<file path="src/rtl/fetch_align_if.sv">
// Memory-fetch, redirect and decode-side signals of the instruction aligner.
// Signal prefixes are from the aligner's point of view (slave modport).
interface fetch_align_if;
   logic        O_memreq;
   logic [31:0] O_memaddr;
   logic        I_memack;
   logic [31:0] I_memdata;
   logic        I_redirect;
   logic [31:0] I_redirectpc;
   logic        O_valid;
   logic        I_ready;
   logic [31:0] O_instr;
   logic [31:0] O_pc;

   modport slave (
      output O_memreq, O_memaddr, O_valid, O_instr, O_pc,
      input  I_memack, I_memdata, I_redirect, I_redirectpc, I_ready
   );

   modport master (
      input  O_memreq, O_memaddr, O_valid, O_instr, O_pc,
      output I_memack, I_memdata, I_redirect, I_redirectpc, I_ready
   );
endinterface

</file>
<file path="src/rtl/fetch_align.sv">
// Splits word-aligned fetches into halfwords and presents one RV32I/RV32C instruction
// per handshake, including 32-bit instructions straddling a word boundary.
module fetch_align #(
   parameter logic [31:0] RESET_PC = 32'h0000_0000
) (
   input logic          I_clk,
   input logic          I_rst,
   fetch_align_if.slave bus
);
   typedef enum logic {S_ALIGNED = 1'b0, S_SKIP = 1'b1} state_t;

   state_t      state_q, state_d;
   logic [15:0] hw_q [3];
   logic [15:0] hw_d [3];
   logic [15:0] shifted [3];
   logic [1:0]  count_q, count_d;
   logic [31:0] pc_q, pc_d;
   logic [31:0] fpc_q, fpc_d;

   logic        is32, valid, memreq, xfer, consume;
   logic [1:0]  consumed, remain, appended;
   logic [15:0] app_first, app_second;

   assign is32     = (hw_q[0][1:0] == 2'b11);
   assign valid    = ((count_q >= 2'd1) && !is32) || (count_q >= 2'd2);
   assign memreq   = !I_rst && (count_q <= 2'd1);
   assign xfer     = memreq && bus.I_memack;
   assign consume  = valid && bus.I_ready;
   assign consumed = !consume ? 2'd0 : (is32 ? 2'd2 : 2'd1);
   assign remain   = count_q - consumed;

   always_ff @(posedge I_clk) begin
      if (I_rst) begin
         state_q <= RESET_PC[1] ? S_SKIP : S_ALIGNED;
      end else begin
         state_q <= state_d;
      end
   end

   always_comb begin
      state_d = state_q;
      if (bus.I_redirect) begin
         state_d = bus.I_redirectpc[1] ? S_SKIP : S_ALIGNED;
      end else if (xfer) begin
         state_d = S_ALIGNED;
      end
   end

   // A fetch after an odd-halfword target only keeps the upper half of the word.
   always_comb begin
      appended   = 2'd0;
      app_first  = bus.I_memdata[15:0];
      app_second = bus.I_memdata[31:16];
      case (state_q)
         S_ALIGNED: appended = xfer ? 2'd2 : 2'd0;
         S_SKIP: begin
            appended  = xfer ? 2'd1 : 2'd0;
            app_first = bus.I_memdata[31:16];
         end
         default: appended = 2'd0;
      endcase
   end

   always_comb begin
      shifted[0] = hw_q[0];
      shifted[1] = hw_q[1];
      shifted[2] = hw_q[2];
      if (consumed == 2'd1) begin
         shifted[0] = hw_q[1];
         shifted[1] = hw_q[2];
      end else if (consumed == 2'd2) begin
         shifted[0] = hw_q[2];
      end
   end

   // New halfwords land right after whatever survives the consume.
   generate
      for (genvar gi = 0; gi < 3; gi++) begin : g_slot
         assign hw_d[gi] = (xfer && (remain == 2'(gi)))                             ? app_first  :
                           (xfer && (appended == 2'd2) && (remain + 2'd1 == 2'(gi))) ? app_second :
                                                                                       shifted[gi];
      end
   endgenerate

   always_comb begin
      count_d = remain + appended;
      pc_d    = consume ? (pc_q + (is32 ? 32'd4 : 32'd2)) : pc_q;
      fpc_d   = xfer ? (fpc_q + 32'd4) : fpc_q;
      if (bus.I_redirect) begin
         count_d = 2'd0;
         pc_d    = bus.I_redirectpc & ~32'h1;
         fpc_d   = bus.I_redirectpc & ~32'h3;
      end
   end

   always_ff @(posedge I_clk) begin
      if (I_rst) begin
         count_q <= 2'd0;
         pc_q    <= RESET_PC;
         fpc_q   <= RESET_PC & ~32'h3;
         for (int i = 0; i < 3; i++) begin
            hw_q[i] <= 16'h0000;
         end
      end else begin
         count_q <= count_d;
         pc_q    <= pc_d;
         fpc_q   <= fpc_d;
         for (int i = 0; i < 3; i++) begin
            hw_q[i] <= hw_d[i];
         end
      end
   end

   assign bus.O_memreq  = memreq;
   assign bus.O_memaddr = fpc_q;
   assign bus.O_valid   = valid;
   assign bus.O_pc      = pc_q;
   assign bus.O_instr   = is32 ? {hw_q[1], hw_q[0]} : {16'h0000, hw_q[0]};
endmodule
</file>
<file path="src/flat_wrapper.sv">
// flat-port wrapper written by rule: the top's interface ports become plain ports
module fetch_align_flat 
#(
   parameter logic [31:0] RESET_PC = 32'h0000_0000
)
  (I_clk, I_rst, bus_O_memreq, bus_O_memaddr, bus_O_valid, bus_O_instr, bus_O_pc, bus_I_memack, bus_I_memdata, bus_I_redirect, bus_I_redirectpc, bus_I_ready);
  fetch_align_if bus_i ();
  input logic I_clk;
  input logic I_rst;
  output wire logic [$bits(bus_i.O_memreq)-1:0] bus_O_memreq;
  output wire logic [$bits(bus_i.O_memaddr)-1:0] bus_O_memaddr;
  output wire logic [$bits(bus_i.O_valid)-1:0] bus_O_valid;
  output wire logic [$bits(bus_i.O_instr)-1:0] bus_O_instr;
  output wire logic [$bits(bus_i.O_pc)-1:0] bus_O_pc;
  input wire logic [$bits(bus_i.I_memack)-1:0] bus_I_memack;
  input wire logic [$bits(bus_i.I_memdata)-1:0] bus_I_memdata;
  input wire logic [$bits(bus_i.I_redirect)-1:0] bus_I_redirect;
  input wire logic [$bits(bus_i.I_redirectpc)-1:0] bus_I_redirectpc;
  input wire logic [$bits(bus_i.I_ready)-1:0] bus_I_ready;
  assign bus_O_memreq = bus_i.O_memreq;
  assign bus_O_memaddr = bus_i.O_memaddr;
  assign bus_O_valid = bus_i.O_valid;
  assign bus_O_instr = bus_i.O_instr;
  assign bus_O_pc = bus_i.O_pc;
  assign bus_i.I_memack = bus_I_memack;
  assign bus_i.I_memdata = bus_I_memdata;
  assign bus_i.I_redirect = bus_I_redirect;
  assign bus_i.I_redirectpc = bus_I_redirectpc;
  assign bus_i.I_ready = bus_I_ready;
  fetch_align #(.RESET_PC(RESET_PC)) u_core (.I_clk(I_clk), .I_rst(I_rst), .bus(bus_i));
endmodule
</file>
<file path="config.mk">
export PLATFORM = sky130hd
export DESIGN_NAME = fetch_align_flat
export DESIGN_NICKNAME = d
export VERILOG_FILES = /design/src/rtl/fetch_align_if.sv /design/src/rtl/fetch_align.sv /design/src/flat_wrapper.sv
export SDC_FILE = /design/constraint.sdc
export NUM_CORES = 1
export LEC_CHECK = 0
export CAP_MARGIN = 20
export CELL_PAD_IN_SITES_DETAIL_PLACEMENT = 1
export CELL_PAD_IN_SITES_GLOBAL_PLACEMENT = 2
export CORE_MARGIN = 10
export CORE_UTILIZATION = 27
export CTS_BUF_LIST = sky130_fd_sc_hd__clkbuf_8
export DETAILED_ROUTE_END_ITERATION = 10
export GPL_TIMING_DRIVEN = 0
export PLACE_DENSITY = 0.76
export SYNTH_ARGS = -nofsm -noshare
export SYNTH_HDL_FRONTEND = slang
export SYNTH_SLANG_ARGS = --single-unit
</file>
<file path="constraint.sdc">
create_clock -name I_clk -period 3 [get_ports I_clk]
set_clock_uncertainty 0.1 [all_clocks]
set_input_delay 0.6 -clock I_clk [delete_from_list [all_inputs] [get_ports I_clk]]
set_output_delay 0.6 -clock I_clk [all_outputs]
set_load 0.01 [all_outputs]
</file>
==> results.py <==
metrics = {
    "run_status": {
        "status": "completed",
    },
    "routing": {
        "drcViolationCount": 0,
        "routed_via_density": 5.04,
        "firstDrtPassIters": 5,
        "route.vias.total": 6766,
        "drt-total-wl_mm": 27.9,
        "dr.first_iter.drc_count": 362,
        "routedWlPerCell_um": 20.8,
        "ant_nets": 0,
    },
    "logic_synthesis": {
        "ys_ff_latch": 112,
        "synth_seq_area_share_pct": 32.9,
        "synthFlopType": "dfxtp_1",
        "synth-edff-count": 0,
        "avgSynthCellArea_um2": 8.24,
        "synth_cell_types": 56,
        "synthArstFlopShare_pct": 0,
        "yosysWarnings": 0,
        "syn_inst": 827,
        "mappedNetlistArea_um2": 6820,
        "synth.area.top_cells": "dfxtp_1 (33%), a21oi_1 (6.2%), xor2_1 (5.3%), a21boi_0 (5.0%), mux2i_1 (4.8%)",
        "yosysTopAreaCellShare_pct": 32.9,
        "yosys.area.top_type": "dfxtp_1",
    },
    "min_path": {
        "min_path_type": "reg2reg",
    },
    "finish": {
        "area_growth_pct": 35.7,
        "multi_input_area_um2": 4070,
        "n_antenna_cell": 0,
        "seq_area_um2": 2240,
        "drive_above_1_share_pct": 11.1,
        "n_fill_cell": 2983,
        "nets": 1080,
    },
    "timing": {
        "drv_slew": 0,
        "max_freq_mhz": 345,
        "maxSlewHeadroom_pct": 26.8,
        "setup_viol": 0,
        "setup_ws_ns": 0.105,
        "fin_tns_setup_ns": 0,
        "worstMarginPinSlew_ns": 1.09,
        "finalCriticalPeriod_ns": 2.89,
        "hold_viol": 0,
        "finalCritPeriodShare_pct": 96.5,
    },
    "critical_path": {
        "critPathTopFamily": "buffers and inverters",
        "cp-start-kind": "flop",
        "critPathKind": "reg2out",
        "crit_path_max_fanout": 10,
        "max_stage_delay_ns": 0.54,
        "slowest_stage": "clkdlybuf4s50_1",
        "cp.required_ns": 2.30,
        "end_kind": "primary output",
        "critPathBufInv": 3,
        "arrival_ns": 2.19,
        "path_cells": "buf_2, clkbuf_2, and3_1, clkdlybuf4s50_1",
    },
    "clock_tree": {
        "clock_latency_ns": 0.41,
        "cts_buffer_depth": 2,
        "h-tree-depth": 3,
        "cts_sinks": 112,
        "numCtsBuffers": 9,
        "cts_root_buf": "clkbuf_8",
        "cts.clk_slew.worst_paths_ns": 0.14,
        "postCtsHoldBufs": 0,
        "cts_tree": "built",
    },
    "place": {
        "finalWeightedCongestion": 0.830,
        "io_buffers": 160,
        "place_ws_ns": -0.956,
        "dp_hpwl_mm": 21.0,
    },
    "die": {
        "core_area_um2": 25000,
        "die_width_um": 179,
        "dieArea_um2": 32000,
        "rows": 58,
        "io_pins": 167,
        "die_h_um": 179,
        "start_util_pct": 27.2,
    },
    "power": {
        "cellPowerDensity_nw_per_um2": 395,
        "p_leak_uw": 0.00354,
        "peakVddDrop_v": 0.000216,
    },
    "grt": {
        "first_global_vias": 7075,
        "antenna_found_initial": 1,
        "grt_util_met3_pct": 5.60,
        "grt_first_pass_wirelength_mm": 42.6,
        "grt_max_degree": 22,
        "gr-total-overflow": 0,
        "use_met2_pct": 27.2,
        "grt.busiest_layer": "met2",
        "grt_use_met1_pct": 22.3,
        "gr-usage-all-layers_pct": 17.2,
    },
    "job": {
        "max-cap-violations": 0,
    },
}
-- flip-flops by register name (all words and copies together), names as in the netlist --
| signal | count |
|---|---|
| u_core.hw_q | 48 |
| u_core.count_q | 2 |
| u_core.bus.O_memaddr | 30 |
| u_core.bus.O_pc | 31 |
| u_core.state_q | 1 |
-- worst reg2reg max path, stage by stage, from the launching register on --
cell and delay [ns]:
dfxtp_2 0.39, clkbuf_4 0.20, o211ai_1 0.27, buf_6 0.15
inv_1 0.04, ha_2 0.31, clkbuf_4 0.20, and4_1 0.20
buf_4 0.17, clkbuf_4 0.24, a22oi_1 0.08, or2_2 0.28
a21oi_1 0.12
-- placed cells by master (no fill, tap or decap), types with 29 or more instances in the layout --
cell	count
and3_1	43
nand2_1	64
mux2i_1	33
inv_1	33
a21boi_0	45
buf_4	36
clkdlybuf4s50_1	158
clkbuf_1	29
nand3_1	40
a21oi_1	85
dfxtp_1	111
xor2_1	41
-- Yosys cell counts, types with 6 or more instances --
library cell,n
dfxtp_1,112
a21oi_1,85
nand2_1,64
a21boi_0,45
clkbuf_1,45
and3_1,43
xor2_1,41
nand3_1,40
inv_1,33
mux2i_1,33
a221oi_1,25
nor2_1,24
nand4_1,22
buf_4,21
nor3_1,20
xnor2_1,20
a22o_1,16
mux2_2,16
a21o_1,11
buf_2,11
o22ai_1,11
a22oi_1,8
and4_1,7
a2bb2oi_1,6
-- what timing repair did --
item | in CTS | in global routing
pin swaps | 1 | 1
gates resized for setup | 41 | 20
setup buffers | 6 | 3
setup endpoints to repair | 60 | 60
-- metrics by stage --
stage | util [%] | area (um^2) | hold WS (ns) | std cells | power, uW
final | 37.0 | 9250 | 0.422 | 1343 | 3650
after global placement | 35.3 | 8840 | 0.392 | 1319 | 2600
after global routing | 37.0 | 9250 | 0.446 | 1343 | 3830
after detailed placement | 35.3 | 8840 | 0.389 | 1319 | 2600
after CTS | 36.7 | 9200 | 0.423 | 1340 | 3680
after floorplan | - | 6830 | 0.360 | 829 | 2150
-- metal layers --
metal  vias to the layer above  wire length, um
li1                       3333                -
met1                      3233            13000
met2                       177            12400
met3                        21             2150
met4                         2              278
met5                         -               13
-- kinds of logic after synthesis --
family / after synthesis / share of synthesized area (%)
AOI/OAI and AO/OA: 232 / 23.2
DFF: 112 / 32.9
buffers and inverters: 118 / 8.19
adders and majority gates: 3 / 0.551
muxes: 49 / 7.49
and+or+nand+nor: 251 / 19.7
other: 1 / 0.0550
xor gates and xnor gates: 61 / 7.84
-- where the power goes --
| group | total, uW | leakage (uW) | internal (uW) | switching [uW] |
|---|---|---|---|---|
| logic | 877 | 0.00250 | 447 | 430 |
| clock network | 1070 | 0.000112 | 418 | 648 |
| registers | 1710 | 0.000924 | 1590 | 117 |
| total | 3650 | 0.00354 | 2460 | 1190 |
-- path summary, 6_finish.rpt --
path                                   startpoint                              end  cells after the start  slack, ns
setup / recovery   u_core.hw_q[0][1]$_SDFFE_PP0P_                  bus_O_instr[28]                      4       0.11
hold / removal    u_core.hw_q[0][35]$_SDFFE_PP0P_  u_core.hw_q[0][35]$_SDFFE_PP0P_                      2       0.42
setup reg to reg     u_core.count_q[1]$_SDFF_PP0_  u_core.hw_q[0][47]$_SDFFE_PP0P_                     12       0.18
hold reg to reg   u_core.hw_q[0][35]$_SDFFE_PP0P_  u_core.hw_q[0][35]$_SDFFE_PP0P_                      2       0.42
-- layout make-up --
class	instances	area share (%)
buffer	84	5.55
clock buffer	9	1.34
clock inverter	7	1.00
inverter	33	1.34
multi-input combinational	599	44.0
sequential	112	24.2
tap	330	4.46
timing repair buffer	169	18.1
No activity file was read; power rests on OpenSTA's default activity.
